## src/rtl/legv8_instr_encoder_if.sv

```systemverilog
// Request/stream bundle for the LEGv8 instruction encoder.
// master = producer/consumer side (bench, debug port); slave = encoder.
interface legv8_instr_encoder_if #(
   parameter int unsigned DEPTH  = 4,
   parameter int unsigned ADDR_W = 32
);
   localparam int unsigned LevelW = $clog2(DEPTH) + 1;

   logic              flush;
   logic              in_valid;
   logic              in_ready;
   logic [3:0]        in_op;
   logic [4:0]        in_rd;
   logic [4:0]        in_rn;
   logic [4:0]        in_rm;
   logic [25:0]       in_imm;
   logic              out_valid;
   logic              out_ready;
   logic [31:0]       out_instr;
   logic [ADDR_W-1:0] out_addr;
   logic              err_illegal;
   logic [LevelW-1:0] level;

   modport master (
      output flush, in_valid, in_op, in_rd, in_rn, in_rm, in_imm, out_ready,
      input  in_ready, out_valid, out_instr, out_addr, err_illegal, level
   );

   modport slave (
      input  flush, in_valid, in_op, in_rd, in_rn, in_rm, in_imm, out_ready,
      output in_ready, out_valid, out_instr, out_addr, err_illegal, level
   );
endinterface

```

## src/rtl/legv8_instr_encoder.sv

```systemverilog
// Builds 32-bit LEGv8 words (R/D/CB/B) from symbolic requests and streams them out of a FIFO
// with incrementing byte addresses. Define IMM_RANGE_CHECK_EN to reject out-of-range immediates.
module legv8_instr_encoder #(
   parameter int unsigned       DEPTH     = 4,
   parameter int unsigned       ADDR_W    = 32,
   parameter logic [ADDR_W-1:0] BASE_ADDR = '0
) (
   input logic                  clk,
   input logic                  rst_n,
   legv8_instr_encoder_if.slave bus
);
   localparam int unsigned PtrW   = $clog2(DEPTH);
   localparam int unsigned LevelW = PtrW + 1;

   typedef enum logic [3:0] {
      OpLdur = 4'd0,
      OpStur = 4'd1,
      OpCbz  = 4'd2,
      OpAdd  = 4'd3,
      OpSub  = 4'd4,
      OpAnd  = 4'd5,
      OpOrr  = 4'd6,
      OpLsl  = 4'd7,
      OpLsr  = 4'd8,
      OpB    = 4'd9
   } op_e;

   logic [31:0] enc_word;
   logic        enc_legal;
   op_e         op;

   assign op = op_e'(bus.in_op);

   always_comb begin
      enc_word  = '0;
      enc_legal = 1'b1;
      case (op)
         OpLdur: enc_word = {11'b11111000010, bus.in_imm[8:0], 2'b00, bus.in_rn, bus.in_rd};
         OpStur: enc_word = {11'b11111000000, bus.in_imm[8:0], 2'b00, bus.in_rn, bus.in_rd};
         OpCbz:  enc_word = {8'b10110100, bus.in_imm[18:0], bus.in_rd};
         OpAdd:  enc_word = {11'b10001011000, bus.in_rm, 6'b0, bus.in_rn, bus.in_rd};
         OpSub:  enc_word = {11'b11001011000, bus.in_rm, 6'b0, bus.in_rn, bus.in_rd};
         OpAnd:  enc_word = {11'b10001010000, bus.in_rm, 6'b0, bus.in_rn, bus.in_rd};
         OpOrr:  enc_word = {11'b10101010000, bus.in_rm, 6'b0, bus.in_rn, bus.in_rd};
         OpLsl:  enc_word = {11'b11010011011, 5'b0, bus.in_imm[5:0], bus.in_rn, bus.in_rd};
         OpLsr:  enc_word = {11'b11010011010, 5'b0, bus.in_imm[5:0], bus.in_rn, bus.in_rd};
         OpB:    enc_word = {6'b000101, bus.in_imm};
         default: enc_legal = 1'b0;
      endcase
`ifdef IMM_RANGE_CHECK_EN
      // Any immediate bit above the field the op consumes makes the request illegal.
      case (op)
         OpAdd, OpSub, OpAnd, OpOrr: if (bus.in_imm != '0)        enc_legal = 1'b0;
         OpLsl, OpLsr:               if (bus.in_imm[25:6] != '0)  enc_legal = 1'b0;
         OpLdur, OpStur:             if (bus.in_imm[25:9] != '0)  enc_legal = 1'b0;
         OpCbz:                      if (bus.in_imm[25:19] != '0) enc_legal = 1'b0;
         default: ;
      endcase
`endif
   end

   logic [31:0]       mem_q [DEPTH];
   logic [PtrW-1:0]   wr_ptr_q, wr_ptr_d;
   logic [PtrW-1:0]   rd_ptr_q, rd_ptr_d;
   logic [LevelW-1:0] cnt_q, cnt_d;
   logic [ADDR_W-1:0] addr_q, addr_d;
   logic              err_q, err_d;
   logic              full, empty, accept, push, pop;

   assign full   = (cnt_q == LevelW'(DEPTH));
   assign empty  = (cnt_q == '0);
   // No pass-through when full: a same-cycle pop does not open in_ready.
   assign bus.in_ready = rst_n & ~full & ~bus.flush;
   assign accept = bus.in_valid & bus.in_ready;
   assign push   = accept & enc_legal;
   assign pop    = ~empty & bus.out_ready & ~bus.flush;

   always_comb begin
      wr_ptr_d = wr_ptr_q;
      rd_ptr_d = rd_ptr_q;
      cnt_d    = cnt_q;
      addr_d   = addr_q;
      err_d    = 1'b0;
      if (bus.flush) begin
         wr_ptr_d = '0;
         rd_ptr_d = '0;
         cnt_d    = '0;
         addr_d   = BASE_ADDR;
      end else begin
         err_d = accept & ~enc_legal;
         if (push) wr_ptr_d = wr_ptr_q + PtrW'(1);
         if (pop) begin
            rd_ptr_d = rd_ptr_q + PtrW'(1);
            addr_d   = addr_q + ADDR_W'(4);
         end
         if (push && !pop)      cnt_d = cnt_q + LevelW'(1);
         else if (pop && !push) cnt_d = cnt_q - LevelW'(1);
      end
   end

   always_ff @(posedge clk or negedge rst_n) begin
      if (!rst_n) begin
         wr_ptr_q <= '0;
         rd_ptr_q <= '0;
         cnt_q    <= '0;
         addr_q   <= BASE_ADDR;
         err_q    <= 1'b0;
      end else begin
         wr_ptr_q <= wr_ptr_d;
         rd_ptr_q <= rd_ptr_d;
         cnt_q    <= cnt_d;
         addr_q   <= addr_d;
         err_q    <= err_d;
      end
   end

   always_ff @(posedge clk) begin
      if (push) mem_q[wr_ptr_q] <= enc_word;
   end

   assign bus.out_valid   = ~empty;
   assign bus.out_instr   = empty ? 32'h0 : mem_q[rd_ptr_q];
   assign bus.out_addr    = addr_q;
   assign bus.err_illegal = err_q;
   assign bus.level       = cnt_q;
endmodule

```

## src/flat_wrapper.sv

```systemverilog
// flat-port wrapper written by rule: the top's interface ports become plain ports
module legv8_instr_encoder_flat 
#(
   parameter int unsigned       DEPTH     = 4,
   parameter int unsigned       ADDR_W    = 32,
   parameter logic [ADDR_W-1:0] BASE_ADDR = '0
)
  (clk, rst_n, bus_flush, bus_in_valid, bus_in_op, bus_in_rd, bus_in_rn, bus_in_rm, bus_in_imm, bus_out_ready, bus_in_ready, bus_out_valid, bus_out_instr, bus_out_addr, bus_err_illegal, bus_level);
  legv8_instr_encoder_if #(.DEPTH(DEPTH), .ADDR_W(ADDR_W)) bus_i ();
  input logic clk;
  input logic rst_n;
  input wire logic [$bits(bus_i.flush)-1:0] bus_flush;
  input wire logic [$bits(bus_i.in_valid)-1:0] bus_in_valid;
  input wire logic [$bits(bus_i.in_op)-1:0] bus_in_op;
  input wire logic [$bits(bus_i.in_rd)-1:0] bus_in_rd;
  input wire logic [$bits(bus_i.in_rn)-1:0] bus_in_rn;
  input wire logic [$bits(bus_i.in_rm)-1:0] bus_in_rm;
  input wire logic [$bits(bus_i.in_imm)-1:0] bus_in_imm;
  input wire logic [$bits(bus_i.out_ready)-1:0] bus_out_ready;
  output wire logic [$bits(bus_i.in_ready)-1:0] bus_in_ready;
  output wire logic [$bits(bus_i.out_valid)-1:0] bus_out_valid;
  output wire logic [$bits(bus_i.out_instr)-1:0] bus_out_instr;
  output wire logic [$bits(bus_i.out_addr)-1:0] bus_out_addr;
  output wire logic [$bits(bus_i.err_illegal)-1:0] bus_err_illegal;
  output wire logic [$bits(bus_i.level)-1:0] bus_level;
  assign bus_i.flush = bus_flush;
  assign bus_i.in_valid = bus_in_valid;
  assign bus_i.in_op = bus_in_op;
  assign bus_i.in_rd = bus_in_rd;
  assign bus_i.in_rn = bus_in_rn;
  assign bus_i.in_rm = bus_in_rm;
  assign bus_i.in_imm = bus_in_imm;
  assign bus_i.out_ready = bus_out_ready;
  assign bus_in_ready = bus_i.in_ready;
  assign bus_out_valid = bus_i.out_valid;
  assign bus_out_instr = bus_i.out_instr;
  assign bus_out_addr = bus_i.out_addr;
  assign bus_err_illegal = bus_i.err_illegal;
  assign bus_level = bus_i.level;
  legv8_instr_encoder #(.DEPTH(DEPTH), .ADDR_W(ADDR_W), .BASE_ADDR(BASE_ADDR)) u_core (.clk(clk), .rst_n(rst_n), .bus(bus_i));
endmodule
```

## config.mk

```make
export PLATFORM = sky130hd
export DESIGN_NAME = legv8_instr_encoder_flat
export DESIGN_NICKNAME = d
export VERILOG_FILES = /design/src/rtl/legv8_instr_encoder_if.sv /design/src/rtl/legv8_instr_encoder.sv /design/src/flat_wrapper.sv
export SDC_FILE = /design/constraint.sdc
export NUM_CORES = 1
export LEC_CHECK = 0
export CAP_MARGIN = 5
export CORE_AREA = 2 2 133 135
export CTS_CLUSTER_DIAMETER = 120
export DETAILED_ROUTE_END_ITERATION = 12
export DIE_AREA = 0 0 135 137
export GPL_TIMING_DRIVEN = 0
export PLACE_DENSITY_LB_ADDON = 0.3
export SYNTH_ARGS = -nofsm -noshare
export SYNTH_HDL_FRONTEND = slang
export SYNTH_SLANG_ARGS = --single-unit
```

## constraint.sdc

```tcl
create_clock -name clk -period 2.3 [get_ports clk]
set_input_delay 0.23 -clock clk [delete_from_list [all_inputs] [get_ports clk]]
set_output_delay 0.23 -clock clk [all_outputs]
set_load 0.02 [all_outputs]
```

=== Yosys cells after proc, flatten, opt, wreduce, memory -nomap -nowiden ===
Memories as Yosys holds them, arrays and structs flattened.
Cells that the tools add are included.

* Memory bits (read-only): 0
* Register bits after elaboration: 40
* Input port bits: 50
* Bits in latches: 0
* Bits in writable memories: 128
* Memories: 1
* Output and inout port bits: 70

{| class="wikitable"
|+ Memory list
! name !! depth !! width !! rd ports !! clocked after Yosys merged registers in !! write ports !! RTL line !! source
|-
| u_core.mem_q || 4 || 32 || 1 || 0 || 1 || legv8_instr_encoder.sv:62 || <nowiki>logic [31:0] mem_q [DEPTH];</nowiki>
|}

* Magnitude comparators: 0
* Bitwise operators: 11
* Reduce and logical (&&, ||, !) cells: 10
* $add $sub $neg: 5
* Equal/unequal tests: 10
* Multiplexer cells: 15
* Multiply operators: 0
* Div/mod/pow operators: 0
* Shift operators: 0

{| class="wikitable"
|+ Operators with widths
! kind !! count
|-
| $pmux 32 s10 || 1
|-
| $mux 32 || 3
|-
| $add 32x3->32 const B || 1
|-
| $eq 4x3->1 const B || 4
|-
| $reduce_or 10->1 || 1
|-
| $mux 3 || 3
|-
| $eq 4x2->1 const B || 2
|-
| $eq 4x4->1 const B || 2
|-
| $mux 2 || 4
|-
| $and 1x1->1 || 7
|-
| $add 2x1->2 const B || 2
|-
| $eq 4x1->1 const B || 1
|-
| $logic_not 4->1 || 1
|-
| $mux 1 || 4
|-
| $not 1->1 || 4
|-
| $reduce_bool 2->1 || 2
|-
| $add 3x1->3 const B || 1
|-
| $eq 3x3->1 const B || 1
|-
| $logic_not 3->1 || 1
|-
| $reduce_bool 3->1 || 1
|-
| $sub 3x1->3 const B || 1
|-
| $logic_and 1x1->1 || 2
|-
| $logic_not 1->1 || 2
|}

=== Depth between registers and ports, before layout ===
* Word-level depth: 11
* Mapped depth: 9
* Depth with buffers taken out: 7

=== Worst setup path after synthesis ===
OpenSTA, ideal clock, no wires.

* Path kind: reg-to-reg
* From: reg u_core.cnt_q[0], in the netlist u_core.bus.level[0]
* To: mem u_core.mem_q[1][0] (enable)
* Data arrival time: 2.144 ns
* Required time: 1.908 ns
* Cell stages (with the launch flop): 5
* Period minus slack after synthesis: 2.536 ns
* Path buffers: 1
* Slack: -0.236 ns
* Cell sequence: dfrtp_1 > buf_2 > nor3b_1 > nor3_1 > and2_1

* Cells in the longest elaborated chain, start to end: 8

{| class="wikitable"
|+ Ends and longest elaborated chain
! element !! RTL line !! source
|-
| start: declaration || legv8_instr_encoder.sv:65 || <nowiki>logic [LevelW-1:0] cnt_q, cnt_d;</nowiki>
|-
| start signal: assignment || legv8_instr_encoder.sv:111 || <nowiki>cnt_q <= cnt_d;</nowiki>
|-
| $eq 3x3->1 || legv8_instr_encoder.sv:70 || <nowiki>assign full = (cnt_q == LevelW'(DEPTH));</nowiki>
|-
| $not 1->1 || legv8_instr_encoder.sv:73 || <nowiki>assign bus.in_ready = rst_n & ~full & ~bus.flush;</nowiki>
|-
| $and 1x1->1 (2 in a row) || legv8_instr_encoder.sv:73 ||
|-
| $and 1x1->1 || legv8_instr_encoder.sv:74 || <nowiki>assign accept = bus.in_valid & bus.in_ready;</nowiki>
|-
| $and 1x1->1 || legv8_instr_encoder.sv:75 || <nowiki>assign push = accept & enc_legal;</nowiki>
|-
| $mux 1 || legv8_instr_encoder.sv:118 || <nowiki>if (push) mem_q[wr_ptr_q] <= enc_word;</nowiki>
|-
| $mux 1 (implied by the code) || legv8_instr_encoder.sv:118 ||
|-
| end: declaration || legv8_instr_encoder.sv:62 ||
|}

Every way passes these cells.

=== Final worst setup path ===
* From: reg u_core.rd_ptr_q[0]
* To: out bus_out_instr[5]

* Cells in the longest elaborated chain, start to end: 2

{| class="wikitable"
|+ Ends and longest elaborated chain
! element !! RTL line !! source
|-
| start: declaration || legv8_instr_encoder.sv:64 || <nowiki>logic [PtrW-1:0] rd_ptr_q, rd_ptr_d;</nowiki>
|-
| start signal: assignment || legv8_instr_encoder.sv:110 || <nowiki>rd_ptr_q <= rd_ptr_d;</nowiki>
|-
| $mem_v2 4x32 || - ||
|-
| $mux 32 || legv8_instr_encoder.sv:122 || <nowiki>assign bus.out_instr = empty ? 32'h0 : mem_q[rd_ptr_q];</nowiki>
|-
| end: declaration || flat_wrapper.sv:22 || <nowiki>output wire logic [$bits(bus_i.out_instr)-1:0] bus_out_instr;</nowiki>
|}

Every way passes these cells.

==> run_results.csv <==
group,metric,value,unit
placement,instance_area_after_placement,8980,sq um
worst_setup_path,critPathSlowestCell,"sky130_fd_sc_hd__dfrtp_2",
logic_synthesis,post_synth_main_area_contributors,"sky130_fd_sc_hd__edfxtp_1 (51%), sky130_fd_sc_hd__dfrtp_1 (13%), sky130_fd_sc_hd__mux4_2 (9.6%)",
logic_synthesis,compound_cell_area_share_of_the_yosys_netlist,9.147,%
drt,finalWirelength,17.66,mm
logic_synthesis,synthDominantAreaCellType,"sky130_fd_sc_hd__edfxtp_1",
floorplan,fp.dieArea,18500,sq um
finish,antennaDiodeCount,0,
placement,number_of_port_buffers,115,
logic_synthesis,synth.cell_area,7537,sq um
drt,post_drt_wl_per_cell,19.47,um
worst_setup_path,r2r_setup_slack,0.15,ns
logic_synthesis,muxShareOfSynthArea,9.827,%
global_route,met1_usage,25.25,%
clock_network,clk_pin_slew,0.07,ns
sta,hold_slack,0.3324,ns
floorplan,num_rows,48,
run_status,outcome,"finished clean",
sta,final_min_period_over_clock_period,96.42,%
worst_setup_path,crit_fanout,4,
global_route,grt_max_degree,39,
worst_setup_path,timing.setup.critical_path_class,"reg -> out",
sta,clock.fmax,450.9,MHz
global_route,grt_antenna_before_repair,0,
placement,hpwl,11.81,mm
global_route,first_pass_grt_wire_length,27.77,mm
finish,flow.area_growth_from_synthesis,28.72,%
logic_synthesis,synth.top_cell.area_share,51.00,%
drt,drt_pre_antenna_iters,9,
sta,setup_violations,0,
finish,stdcell_count,907,
clock_network,cts_buffers,17,
global_route,globalRoute.busiestLayer,"met2",
worst_setup_path,worst-endpoint-arrival,1.99,ns
drt,routed_via_density,5.642,
worst_setup_path,timing.critical_path.cells,"buf_12, buf_12, clkbuf_16, mux4_2, nor2b_1, buf_2",
sta,finalHoldViolCount,0,
floorplan,initial_utilization,44.19,%
global_route,grt_util_met2,34.07,%
sta,slew_viol_final,0,
logic_synthesis,number_of_unique_standard_cell_types_used_by_synthesis,49,
finish,n_fill_cell,1390,
logic_synthesis,syn-mean-instance-area,14.25,sq um
clock_network,source_to_sink_clock_delay_at_the_later_pin_of_the_worst_skew_pair,0.42,ns
placement,post-place-cells,870,
logic_synthesis,portion_of_the_post_synthesis_area_used_by_sequential_elements,63.61,%
logic_synthesis,asyncSetResetFlopFracSynth,22.89,%
sta,grt_setup_unrepaired,"no",
clock_network,cts_max_path_buffers,2,
logic_synthesis,synthFlopType,"sky130_fd_sc_hd__edfxtp_1",
drt,num_vias,5117,
flow_run,max_cap_violations,0,
worst_setup_path,worstPathRequired,2.07,ns
drt,drt-initial-drc-count,557,
clock_network,clock_tree_from_tritoncts,"yes",
drt,antenna_violating_nets_post_route,0,
logic_synthesis,post_synth_and_or_nand_nor_area_fraction,11.22,%
logic_synthesis,postSynthCellCount,529,
drt,drc,0,
clock_network,htree_num_levels,4,
pwr,p_leak,3.411,nW
finish,most-common-layout-cells,"sky130_fd_sc_hd__edfxtp_1 (128), sky130_fd_sc_hd__clkdlybuf4s50_1 (79), sky130_fd_sc_hd__nor2b_1 (34), sky130_fd_sc_hd__dfrtp_1 (34), sky130_fd_sc_hd__mux4_2 (32)",
floorplan,die_y,137,um
sta,maxSlewHeadroom,21.37,%
logic_synthesis,combinational_family_with_the_most_area_after_synthesis,"simple AND/OR/NAND/NOR gates",
worst_setup_path,crit_path_max_incr_delay,0.45,ns
finish,commonest_non_fill_non_tap_cell_in_the_layout,"sky130_fd_sc_hd__edfxtp_1",
pwr,design_power_total,9.221,mW
floorplan,core_region_area,17060,sq um
sta,worst_slew_pin_slew,1.170,ns
placement,finalWeightedCongestion,0.9235,
global_route,vias_in_the_first_global_route,5129,
global_route,grt_use_total,19.70,%
logic_synthesis,synth_enable_flop_cells,128,
global_route,grt_util_met3,3.630,%
pwr,vdd_ir_drop_max,634.5,uV
pwr,powerDensity,950.4,nW/um^2
worst_hold_path,min-delay-path-class,"in -> async",
finish,post_route_cells_drive_above_1_share,19.79,%
logic_synthesis,synth-adder-area-share,1.228,%
global_route,grt-ovfl-total,0,
logic_synthesis,yosysWarnings,0,
floorplan,die_x,135,um
clock_network,cts.root.buffer_cell,"sky130_fd_sc_hd__clkbuf_16",
sta,final.min_clock_period,2.218,ns
finish,final_nets,726,
logic_synthesis,synth_seq_cells,166,
worst_setup_path,crit_top_cell,"sky130_fd_sc_hd__buf_12",
worst_setup_path,worstSetupEndpointType,"output pin",
clock_network,clock-sinks,166,
worst_setup_path,worst_setup_path_start_kind,"flop",
logic_synthesis,yosys.area_share.xor_xnor,1.511,%
sta,finClkSkew,0.007784,ns
floorplan,pin_count,120,
finish,finish.instance_area,9702,sq um
-- cell families after synthesis --
logic type	count (synthesis)
flops	166
other cells	1
xor+xnor	13
mux	34
buf+inv	63
fa+ha+maj	7
simple gates	144
compound gates	101
-- cells in the mapped netlist, types with 5 or more instances --
cell type / instances
sky130_fd_sc_hd__nand2_1: 16
sky130_fd_sc_hd__clkbuf_1: 29
sky130_fd_sc_hd__mux4_2: 32
sky130_fd_sc_hd__nand3_1: 9
sky130_fd_sc_hd__nor4_1: 6
sky130_fd_sc_hd__inv_1: 26
sky130_fd_sc_hd__dfrtp_1: 38
sky130_fd_sc_hd__nor2b_1: 34
sky130_fd_sc_hd__a22o_1: 8
sky130_fd_sc_hd__nor2_1: 15
sky130_fd_sc_hd__xnor2_1: 9
sky130_fd_sc_hd__nor3_1: 7
sky130_fd_sc_hd__o21ai_0: 23
sky130_fd_sc_hd__a222oi_1: 14
sky130_fd_sc_hd__edfxtp_1: 128
sky130_fd_sc_hd__ha_1: 5
sky130_fd_sc_hd__or4_1: 16
sky130_fd_sc_hd__o31ai_1: 16
sky130_fd_sc_hd__nand4_1: 7
sky130_fd_sc_hd__or3_1: 8
sky130_fd_sc_hd__a21oi_1: 26
sky130_fd_sc_hd__and2_1: 6
-- path summary, 6_finish.rpt --
kind	start	end	depth (start not counted)
max reg2reg	u_core.bus.level[0]$_DFFE_PN0P_	u_core.bus.level[1]$_DFFE_PN0P_	6
min	rst_n	u_core.bus.out_addr[14]$_DFFE_PN0N_	3
min in group clk	bus_in_valid	u_core.bus.err_illegal$_DFF_PN0_	2
min reg2reg	u_core.bus.out_addr[31]$_DFFE_PN0N_	u_core.bus.out_addr[31]$_DFFE_PN0N_	2
max	u_core.rd_ptr_q[0]$_DFFE_PN0N_	bus_out_instr[5]	6
max in group asynchronous	rst_n	u_core.rd_ptr_q[0]$_DFFE_PN0N_	3
-- metal layers --
metal	share of wire (%)	wire length (um)
met2	53	9288
met4	1.5	264
met3	4.2	738
met1	42	7363
met5	0	0
-- worst max-delay path, delay by kind of cell (launching register included) --
kind          cells  cell delay [ns]
buf+inv           4             0.57
flops             1             0.45
mux               1             0.41
simple gates      1             0.14
-- state kept, by name (all words and copies together), names as in the netlist --
register	flops
u_core.rd_ptr_q	2
u_core.mem_q	128
u_core.bus.out_addr	30
u_core.bus.err_illegal	1
u_core.bus.level	3
u_core.wr_ptr_q	2
-- cell type report --
cell class | instances | area [sq um] | area share (%)
flip-flops and latches | 166 | 4800 | 49.47
clock buffers | 18 | 429.2 | 4.424
repair buffers | 126 | 1172 | 12.08
clock inverters | 13 | 146.4 | 1.509
plain buffers | 31 | 207.7 | 2.141
well taps | 225 | 281.5 | 2.902
inverters | 26 | 97.59 | 1.006
multi-input cells | 302 | 2567 | 26.46
-- where the power goes --
part | switching, mW | internal (mW)
Sequential | 0.104 | 3.34
Combinational | 1.60 | 1.40
Clock | 1.18 | 1.61
-- per-stage QoR --
| step | util (%) | setup TNS, ns | setup WS, ns |
|---|---|---|---|
| after floorplan | - | 0 | 0.06747 |
| after global placement | 52.68 | -305.33 | -2.036 |
| after detailed placement | 52.65 | -176.14 | -1.040 |
| after CTS | 56.81 | 0 | 0.001654 |
| after global routing | 56.88 | 0 | 0.0004350 |
| final | 56.88 | 0 | 0.08245 |
-- repair_timing --
action / in CTS / in global routing
hold buffers: 2 / 0
resized for setup: 132 / 26
endpoints found under the hold margin: 38 / 0
pin swaps: 2 / 3
setup buffers: 7 / 0
cloned: 0 / 3
setup endpoints to repair: 196 / 202
No activity file was read; power rests on OpenSTA's default activity.
